[src/rtl/bcd_scan_counter_if.sv]
//------------------------------------------------------------------------------
// Module      : bcd_scan_counter_if
// Description : Control/status bundle of the BCD scan counter.
// Revision    : 1.0 - initial release
//------------------------------------------------------------------------------
`default_nettype none

interface bcd_scan_counter_if #(
    parameter int NUM_DIGITS = 3
);
    logic                      enable;
    logic                      up_down;
    logic                      load;
    logic [4*NUM_DIGITS-1:0]   load_value;
    logic                      blank_lz;
    logic [4*NUM_DIGITS-1:0]   count_bcd;
    logic                      wrap;
    logic [6:0]                seg_out;
    logic [NUM_DIGITS-1:0]     digit_sel;

    modport master (
        output enable, up_down, load, load_value, blank_lz,
        input  count_bcd, wrap, seg_out, digit_sel
    );

    modport slave (
        input  enable, up_down, load, load_value, blank_lz,
        output count_bcd, wrap, seg_out, digit_sel
    );
endinterface

`default_nettype wire

[src/rtl/bcd_scan_counter.sv]
//------------------------------------------------------------------------------
// Module      : bcd_scan_counter
// Description : N-digit BCD up/down counter with multiplexed 7-segment driver.
// Revision    : 1.0 - initial release
//------------------------------------------------------------------------------
`default_nettype none

module bcd_scan_counter #(
    parameter int NUM_DIGITS     = 3,
    parameter int TICK_DIV       = 1000000,
    parameter int SCAN_DIV       = 1000,
    parameter int SEG_ACTIVE_LOW = 0,
    parameter int SEL_ACTIVE_LOW = 0
) (
    input  logic               clk,
    input  logic               rst,
    bcd_scan_counter_if.slave  bus
);

    localparam int c_CW = 4 * NUM_DIGITS;
    localparam int c_PW = (TICK_DIV   > 1) ? $clog2(TICK_DIV)   : 1;
    localparam int c_SW = (SCAN_DIV   > 1) ? $clog2(SCAN_DIV)   : 1;
    localparam int c_IW = (NUM_DIGITS > 1) ? $clog2(NUM_DIGITS) : 1;

    localparam logic [c_PW-1:0]       c_PRESC_LAST = c_PW'(TICK_DIV - 1);
    localparam logic [c_SW-1:0]       c_SCAN_LAST  = c_SW'(SCAN_DIV - 1);
    localparam logic [c_IW-1:0]       c_IDX_LAST   = c_IW'(NUM_DIGITS - 1);
    localparam logic [6:0]            c_SEG_MASK   = (SEG_ACTIVE_LOW != 0) ? 7'h7F : 7'h00;
    localparam logic [NUM_DIGITS-1:0] c_SEL_MASK   = (SEL_ACTIVE_LOW != 0) ? {NUM_DIGITS{1'b1}} : '0;
    localparam logic [NUM_DIGITS-1:0] c_SEL_RESET  = NUM_DIGITS'(1);

    function automatic logic [6:0] glyph(input logic [3:0] d);
        case (d)
            4'd0:    glyph = 7'h3F;
            4'd1:    glyph = 7'h06;
            4'd2:    glyph = 7'h5B;
            4'd3:    glyph = 7'h4F;
            4'd4:    glyph = 7'h66;
            4'd5:    glyph = 7'h6D;
            4'd6:    glyph = 7'h7D;
            4'd7:    glyph = 7'h07;
            4'd8:    glyph = 7'h7F;
            4'd9:    glyph = 7'h6F;
            default: glyph = 7'h00;
        endcase
    endfunction

    logic [c_PW-1:0]       r_presc;
    logic [c_CW-1:0]       r_count;
    logic                  r_wrap;
    logic [c_SW-1:0]       r_scan_cnt;
    logic [c_IW-1:0]       r_scan_idx;
    logic [6:0]            r_seg;
    logic [NUM_DIGITS-1:0] r_sel;

    logic                  w_tick;
    logic                  w_carry;
    logic [c_CW-1:0]       w_next_count;
    logic [c_CW-1:0]       w_load_count;
    logic [NUM_DIGITS-1:0] w_upper_zero;
    logic                  w_zero_run;
    logic [3:0]            w_cur_digit;
    logic                  w_cur_blank;
    logic [NUM_DIGITS-1:0] w_onehot;
    logic [6:0]            w_glyph;

    assign w_tick = bus.enable && (r_presc == c_PRESC_LAST);

    // Ripple carry/borrow: w_carry left set after the top digit means roll-over.
    always_comb begin
        w_carry      = 1'b1;
        w_next_count = r_count;
        for (int i = 0; i < NUM_DIGITS; i++) begin
            if (w_carry) begin
                if (bus.up_down) begin
                    if (r_count[4*i +: 4] == 4'd9) begin
                        w_next_count[4*i +: 4] = 4'd0;
                    end else begin
                        w_next_count[4*i +: 4] = r_count[4*i +: 4] + 4'd1;
                        w_carry                = 1'b0;
                    end
                end else begin
                    if (r_count[4*i +: 4] == 4'd0) begin
                        w_next_count[4*i +: 4] = 4'd9;
                    end else begin
                        w_next_count[4*i +: 4] = r_count[4*i +: 4] - 4'd1;
                        w_carry                = 1'b0;
                    end
                end
            end
        end
    end

    always_comb begin
        w_load_count = '0;
        for (int i = 0; i < NUM_DIGITS; i++) begin
            w_load_count[4*i +: 4] = (bus.load_value[4*i +: 4] > 4'd9) ? 4'd0 : bus.load_value[4*i +: 4];
        end
    end

    // w_upper_zero[i]: digit i and every digit above it are zero.
    always_comb begin
        w_zero_run   = 1'b1;
        w_upper_zero = '0;
        for (int i = NUM_DIGITS - 1; i >= 0; i--) begin
            w_zero_run      = w_zero_run && (r_count[4*i +: 4] == 4'd0);
            w_upper_zero[i] = w_zero_run;
        end
    end

    always_comb begin
        w_cur_digit = 4'd0;
        w_cur_blank = 1'b0;
        w_onehot    = '0;
        for (int i = 0; i < NUM_DIGITS; i++) begin
            if (r_scan_idx == c_IW'(i)) begin
                w_cur_digit = r_count[4*i +: 4];
                w_cur_blank = bus.blank_lz && (i != 0) && w_upper_zero[i];
                w_onehot[i] = 1'b1;
            end
        end
        w_glyph = w_cur_blank ? 7'h00 : glyph(w_cur_digit);
    end

    always_ff @(posedge clk) begin
        if (rst) begin
            r_presc    <= '0;
            r_count    <= '0;
            r_wrap     <= 1'b0;
            r_scan_cnt <= '0;
            r_scan_idx <= '0;
            r_seg      <= 7'h3F ^ c_SEG_MASK;
            r_sel      <= c_SEL_RESET ^ c_SEL_MASK;
        end else begin
            r_wrap <= 1'b0;
            // Load wins over a coincident tick and restarts the prescale period.
            if (bus.load) begin
                r_count <= w_load_count;
                r_presc <= '0;
            end else if (bus.enable) begin
                r_presc <= w_tick ? '0 : r_presc + 1'b1;
                if (w_tick) begin
                    r_count <= w_next_count;
                    r_wrap  <= w_carry;
                end
            end

            if (r_scan_cnt == c_SCAN_LAST) begin
                r_scan_cnt <= '0;
                r_scan_idx <= (r_scan_idx == c_IDX_LAST) ? '0 : r_scan_idx + 1'b1;
            end else begin
                r_scan_cnt <= r_scan_cnt + 1'b1;
            end

            r_seg <= w_glyph ^ c_SEG_MASK;
            r_sel <= w_onehot ^ c_SEL_MASK;
        end
    end

    assign bus.count_bcd = r_count;
    assign bus.wrap      = r_wrap;
    assign bus.seg_out   = r_seg;
    assign bus.digit_sel = r_sel;

endmodule

`default_nettype wire

[src/flat_wrapper.sv]
// flat-port wrapper written by rule: the top's interface ports become plain ports
module bcd_scan_counter_flat 
#(
    parameter int NUM_DIGITS     = 3,
    parameter int TICK_DIV       = 1000000,
    parameter int SCAN_DIV       = 1000,
    parameter int SEG_ACTIVE_LOW = 0,
    parameter int SEL_ACTIVE_LOW = 0
)
  (clk, rst, bus_enable, bus_up_down, bus_load, bus_load_value, bus_blank_lz, bus_count_bcd, bus_wrap, bus_seg_out, bus_digit_sel);
  bcd_scan_counter_if #(.NUM_DIGITS(NUM_DIGITS)) bus_i ();
  input  logic clk;
  input  logic rst;
  input wire logic [$bits(bus_i.enable)-1:0] bus_enable;
  input wire logic [$bits(bus_i.up_down)-1:0] bus_up_down;
  input wire logic [$bits(bus_i.load)-1:0] bus_load;
  input wire logic [$bits(bus_i.load_value)-1:0] bus_load_value;
  input wire logic [$bits(bus_i.blank_lz)-1:0] bus_blank_lz;
  output wire logic [$bits(bus_i.count_bcd)-1:0] bus_count_bcd;
  output wire logic [$bits(bus_i.wrap)-1:0] bus_wrap;
  output wire logic [$bits(bus_i.seg_out)-1:0] bus_seg_out;
  output wire logic [$bits(bus_i.digit_sel)-1:0] bus_digit_sel;
  assign bus_i.enable = bus_enable;
  assign bus_i.up_down = bus_up_down;
  assign bus_i.load = bus_load;
  assign bus_i.load_value = bus_load_value;
  assign bus_i.blank_lz = bus_blank_lz;
  assign bus_count_bcd = bus_i.count_bcd;
  assign bus_wrap = bus_i.wrap;
  assign bus_seg_out = bus_i.seg_out;
  assign bus_digit_sel = bus_i.digit_sel;
  bcd_scan_counter #(.NUM_DIGITS(NUM_DIGITS), .TICK_DIV(TICK_DIV), .SCAN_DIV(SCAN_DIV), .SEG_ACTIVE_LOW(SEG_ACTIVE_LOW), .SEL_ACTIVE_LOW(SEL_ACTIVE_LOW)) u_core (.clk(clk), .rst(rst), .bus(bus_i));
endmodule
[config.mk]
export PLATFORM = sky130hd
export DESIGN_NAME = bcd_scan_counter_flat
export DESIGN_NICKNAME = d
export VERILOG_FILES = /design/src/rtl/bcd_scan_counter_if.sv /design/src/rtl/bcd_scan_counter.sv /design/src/flat_wrapper.sv
export SDC_FILE = /design/constraint.sdc
export NUM_CORES = 1
export LEC_CHECK = 0
export ABC_CLOCK_PERIOD_IN_PS = 2500
export CAP_MARGIN = 20
export CORE_ASPECT_RATIO = 1.25
export CORE_UTILIZATION = 57
export CTS_BUF_LIST = sky130_fd_sc_hd__clkbuf_8
export CTS_CLUSTER_DIAMETER = 50
export DETAILED_ROUTE_END_ITERATION = 12
export GPL_TIMING_DRIVEN = 1
export MAX_ROUTING_LAYER = met4
export PLACE_DENSITY_LB_ADDON = 0.05
export SETUP_SLACK_MARGIN = 0.5
export SYNTH_ARGS = -nofsm -noshare
export SYNTH_HDL_FRONTEND = slang
export SYNTH_SLANG_ARGS = --single-unit
[constraint.sdc]
create_clock -name clk -period 2.5 [get_ports clk]
set_clock_uncertainty 0.1 [all_clocks]
set_input_delay 0.375 -clock clk [delete_from_list [all_inputs] [get_ports clk]]
set_output_delay 0.375 -clock clk [all_outputs]
set_load 0.05 [all_outputs]
## Word-level counts from Yosys, hierarchy flattened

Memory sizes are Yosys's and may differ from the RTL's.
Cells that the tools add are included.

- $add $sub $neg: 9
- $lt $le $gt $ge: 3
- Equal/unequal tests: 7
- Multiplexer cells: 38
- Bitwise logic cells: 3
- Reductions and logical operators: 19

Operator list:

| kind | count |
|---|---|
| 4-bit two-way mux | 17 |
| 12-bit two-way mux | 3 |
| 20-bit by 1-bit adder with 20-bit output (second input constant) | 1 |
| 20-bit equality test (second input constant) | 1 |
| 20-bit two-way mux | 1 |
| 1-bit two-way mux | 15 |
| 4-bit by 1-bit adder with 4-bit output (second input constant) | 3 |
| 4-bit equality test (second input constant) | 3 |
| 4-bit greater-than comparator (second input constant) | 3 |
| 4-bit logical NOT | 3 |
| 4-bit by 1-bit subtractor with 4-bit output (second input constant) | 3 |
| 10-bit by 1-bit adder with 10-bit output (second input constant) | 1 |
| 10-bit equality test (second input constant) | 1 |
| 2-bit nonzero test | 4 |
| 6-bit two-way mux | 1 |
| 3-bit AND reduction | 2 |
| 2-bit OR reduction | 3 |
| 5-bit OR reduction | 1 |
| 1-bit logical AND | 4 |
| 1-bit NOT | 3 |
| 2-bit by 1-bit adder with 2-bit output (second input constant) | 1 |
| 2-bit by 1-bit equality test with 1-bit output (second input constant) | 1 |
| 2-bit equality test (second input constant) | 1 |
| 2-bit logical NOT | 1 |
| other kinds (2) | 2 |

- Register bits: 55
- Memory bits (read-only): 112
- Logic and storage cells: 90
- Memories: 1

Memory list:

| memory | words | bits a word | read ports | clocked after Yosys merged registers in | wr ports | line | text |
|---|---|---|---|---|---|---|---|
| (no name shown) | 16 | 7 | 1 | 0 | 0 | bcd_scan_counter.sv:33 | `case (d)` |

## Longest topological paths before layout

- Word-level depth: 8
- Depth in mapped cells: 9
- Mapped depth without buffers: 7

## Worst setup path after synthesis

OpenSTA, ideal clock, no wires.

- Kind: reg2reg
- Start: register u_core.r_count[0] (netlist: u_core.bus.count_bcd[0])
- End: register u_core.r_seg[5] (netlist: u_core.bus.seg_out[5])
- Data arrival time: 2,153 ps
- Required time: 2,267 ps
- Slack: 114 ps
- Stages on the path, launching flop included: 9
- Clock period less this slack: 2,386 ps
- Path through: dfxtp_1 -> clkbuf_1 -> mux2i_1 -> o22ai_1 -> inv_1 -> ha_1 -> or2_2 -> a21oi_1 -> o21ai_0

- Cells in the longest elaborated chain, start to end: 5

Ends and longest elaborated chain:

| element | line | text |
|---|---|---|
| start: declaration | bcd_scan_counter.sv:49 | `logic [c_CW-1:0] r_count;` |
| start signal: assignment | bcd_scan_counter.sv:138 | `r_count <= w_load_count;` |
| start signal: assignment | bcd_scan_counter.sv:143 | `r_count <= w_next_count;` |
| 4-bit two-way mux (3 in series) | bcd_scan_counter.sv:116 | `if (r_scan_idx == c_IW'(i)) begin` |
| memory read 16 x 7 bit | - |  |
| 6-bit two-way mux | bcd_scan_counter.sv:122 | `w_glyph = w_cur_blank ? 7'h00 : glyph(w_cur_digit);` |
| end signal: assignment | bcd_scan_counter.sv:132 | `r_seg <= 7'h3F ^ c_SEG_MASK;` |
| end signal: assignment | bcd_scan_counter.sv:155 | `r_seg <= w_glyph ^ c_SEG_MASK;` |
| end: declaration | bcd_scan_counter.sv:53 | `logic [6:0] r_seg;` |

No other way between the ends.
A chain may end at the register's enable or synchronous reset.

## Worst setup path after layout

- Start: register u_core.r_count[11] (netlist: u_core.bus.count_bcd[11])
- End: output bus_count_bcd[11]

RTL lines:

| element | line | text |
|---|---|---|
| end: declaration | flat_wrapper.sv:19 | `output wire logic [$bits(bus_i.count_bcd)-1:0] bus_count_bcd;` |

No word-level cell between the ends.

==> qor.csv <==
metric,value,unit
numCtsBuffers,5,
seqPwrFrac,0.477,
antenna_found_initial,0,
ys_top_cells_by_area,"dfxtp_1 (36%), nor2_1 (6.0%), xor2_1 (4.8%), xnor2_1 (4.3%), o21ai_0 (4.2%)",
p_leak,0.001410,uW
nNetsFinal,446,
first_pass_iters,4,
antenna_cells,0,
syn_nets,403,
hold_depth,1,
crit_buf_inv,1,
netSwitchingFraction,0.2703,
vias,2834,
regToRegEndpoint,u_core.r_presc[10],
cts_htree_levels,2,
outcome,completed,
tns,0,ps
timing.slew.headroom,0.6641,
required,2030,ps
p_per_area,510.2,nW/um^2
setup_viol_count_final,0,
synth_ff_type,dfxtp_1,
crit_family,buffers and inverters,
wirelength,7194,um
ios,41,
overflow,0,
root_buffer,clkbuf_8,
max-vdd-ir-drop,358.2,uV
port_buffers,40,
hpwl,5007,um
dpl.cell_count,469,
fmax,518.0,MHz
grt_usage,0.2731,
critPathMaxFanout,2,
multiInputGateArea,1903,um^2
worstReg2RegStart,u_core.r_presc[12],
ys_types,54,
register_area,1136,um^2
synth_top_area_frac,0.3573,
gp_congestion,0.8565,
p_int,1430,uW
layoutNonFillerInstCount,484,
layout-drive-gt1-share,0.1730,
yosys.area.top_type,dfxtp_1,
fp-row-count,29,
ant_nets,0,
cp_slowest_stage_delay,800,ps
ys_seq_area_frac,0.3573,
clockBufferDepth,2,
rr_worst_depth,5,
post-route-util,0.7455,
hp-class,flip-flop to flip-flop,
drt-initial-drc-count,130,
crit_chain,clkdlybuf4s50_1,
synth_edf_count,0,
grt_pass1_vias,2615,
crit_arrival,1460,ps
async_flop_share,0,
rsz0062_at_grt,true,
cts_tree,done,
place_area,3580,um^2
p_switching,529.7,uW
r2r_setup_slack,600,ps
areaGrowthSynthToFinish,24.64,%
wl_per_cell,14.86,um
worst_path_max_delay_cell,clkdlybuf4s50_1,
synth_area_per_cell,8.153,um^2
period_share,0.7722,
post-route-min-period,1930,ps
min_from,u_core.r_scan_cnt[0],
clkPwrFrac,0.354,
viasPerCell,5.855,
netlist_area,3082,um^2
p_comb_frac,0.168,
die_y,84.21,um
worst_pin_slew,499.2,ps
drcViolationCount,0,
endpoint_kind,primary output,
cts.clk_slew.worst_paths,90,ps
slew_violations,0,
hold_violations,0,
start_util,0.5981,
critPathKind,flip-flop to primary output,
crit_path_start_kind,flip-flop,
yosysWarnings,0,
clock_sinks,55,
grt_pass1_wl,11740,um
synthCells,378,
die_w,67.77,um
postLayoutCellArea,3841,um^2
hold_end,u_core.r_scan_cnt[0],
core_area,5152,um^2
hold_slack,319.4,ps
yosys_register_bits,55,
clock_latency,320,ps
maxCapViolCount,0,
fillerInstances,399,
dieArea,5706,um^2
grt_max_degree,19,
## sequential cells by signal, summed over array words and instances (netlist names)
| name | cells |
|---|---|
| u_core.bus.digit_sel | 3 |
| u_core.bus.seg_out | 7 |
| u_core.r_scan_cnt | 10 |
| u_core.r_scan_idx | 2 |
| u_core.bus.wrap | 1 |
| u_core.bus.count_bcd | 12 |
| u_core.r_presc | 20 |
## stage by stage
step | setup WS (ps) | power, uW
finish | 569.6 | 1960
global route | 483.3 | 2022
CTS | 497.7 | 1952
detailed placement | 114.8 | 1275
global placement | 158.2 | 1271
floorplan | 414.2 | 1165
## final cells by class
cell class	instances	area share
multi-input combinational	286	0.4954
sequential	55	0.2958
timing repair buffer	60	0.1414
tap	62	0.02020
clock buffer	5	0.01792
clock inverter	3	0.01661
inverter	13	0.01270
## per-layer routing
layer / up-vias / global-route usage / share of wire
met4: 0 / 0.08897 / 0.020
met1: 1329 / 0.3193 / 0.44
li1: 1423 / - / -
met2: 71 / 0.4626 / 0.49
met3: 11 / 0.04212 / 0.048
met5: - / - / 0
## Yosys cell counts (2+ instances only)
master,n
a211oi_1,5
a21oi_1,21
a221o_1,3
a221oi_1,3
a311oi_1,2
a31oi_1,5
and2_1,9
and3_1,6
and4_1,3
buf_2,6
clkbuf_1,15
clkbuf_2,2
dfxtp_1,55
ha_1,7
inv_1,12
mux2i_1,8
nand2_1,25
nand2b_1,3
nand3_1,12
nand3_2,2
nand3b_1,4
nand4_1,9
nor2_1,49
nor2b_1,2
nor3_1,11
nor3b_1,2
nor4_1,3
nor4b_4,2
o21ai_0,26
o22ai_1,4
o2bb2ai_1,2
or2_2,3
or3_1,5
or3b_2,2
xnor2_1,15
xor2_1,17
## layout by cell type (no fill, tap or decap), types with 3 or more instances in the layout
master,instances
nor3_1,8
clkdlybuf4s50_1,28
nand2b_1,3
clkbuf_8,5
nand4_1,9
nand2_1,25
a31oi_1,5
xor2_1,17
dfxtp_4,5
a211oi_1,5
dfxtp_2,13
a21oi_1,21
xnor2_1,15
or2_2,3
nor2_1,49
dlygate4sd2_1,10
o21ai_0,24
and2_1,8
nand3_1,12
or3_1,4
buf_4,20
nand3b_1,4
inv_1,13
nor3_2,4
ha_1,6
and3_1,6
dfxtp_1,37
mux2i_1,8
a221o_1,3
## power by group through the flow
stage	registers, uW	logic (uW)	clock network [uW]
CTS	938	314	700
finish	936	330	694
floorplan	1010	160	0
global route	941	358	724
detailed placement	959	316	0
global placement	958	313	0
## timing repair
action	4_1_cts	5_1_grt
resized for setup	17	23
setup buffers	1	6
endpoints found under the setup margin	18	30
gates cloned	0	0
pin swaps	1	7
hold buffers	0	0
hold endpoints to repair	0	0
## worst max-delay path by stage
stage,start,to,cells after the start
final,u_core.bus.count_bcd[11],bus_count_bcd[11],1
after global routing,bus_enable,u_core.bus.count_bcd[9],7
after CTS,bus_enable,u_core.bus.wrap,5
after detailed placement,bus_up_down,u_core.bus.count_bcd[11],6
after global placement,bus_enable,u_core.bus.wrap,5
after floorplan,u_core.bus.count_bcd[5],u_core.bus.seg_out[5],8
## cell families after synthesis
| family | synth area share |
|---|---|
| flops | 0.3573 |
| simple gates | 0.2903 |
| fa+ha+maj | 0.02842 |
| mux | 0.02599 |
| compound gates | 0.1588 |
| xor+xnor | 0.09095 |
| buf+inv | 0.04831 |
No activity file was read; power rests on OpenSTA's default activity.
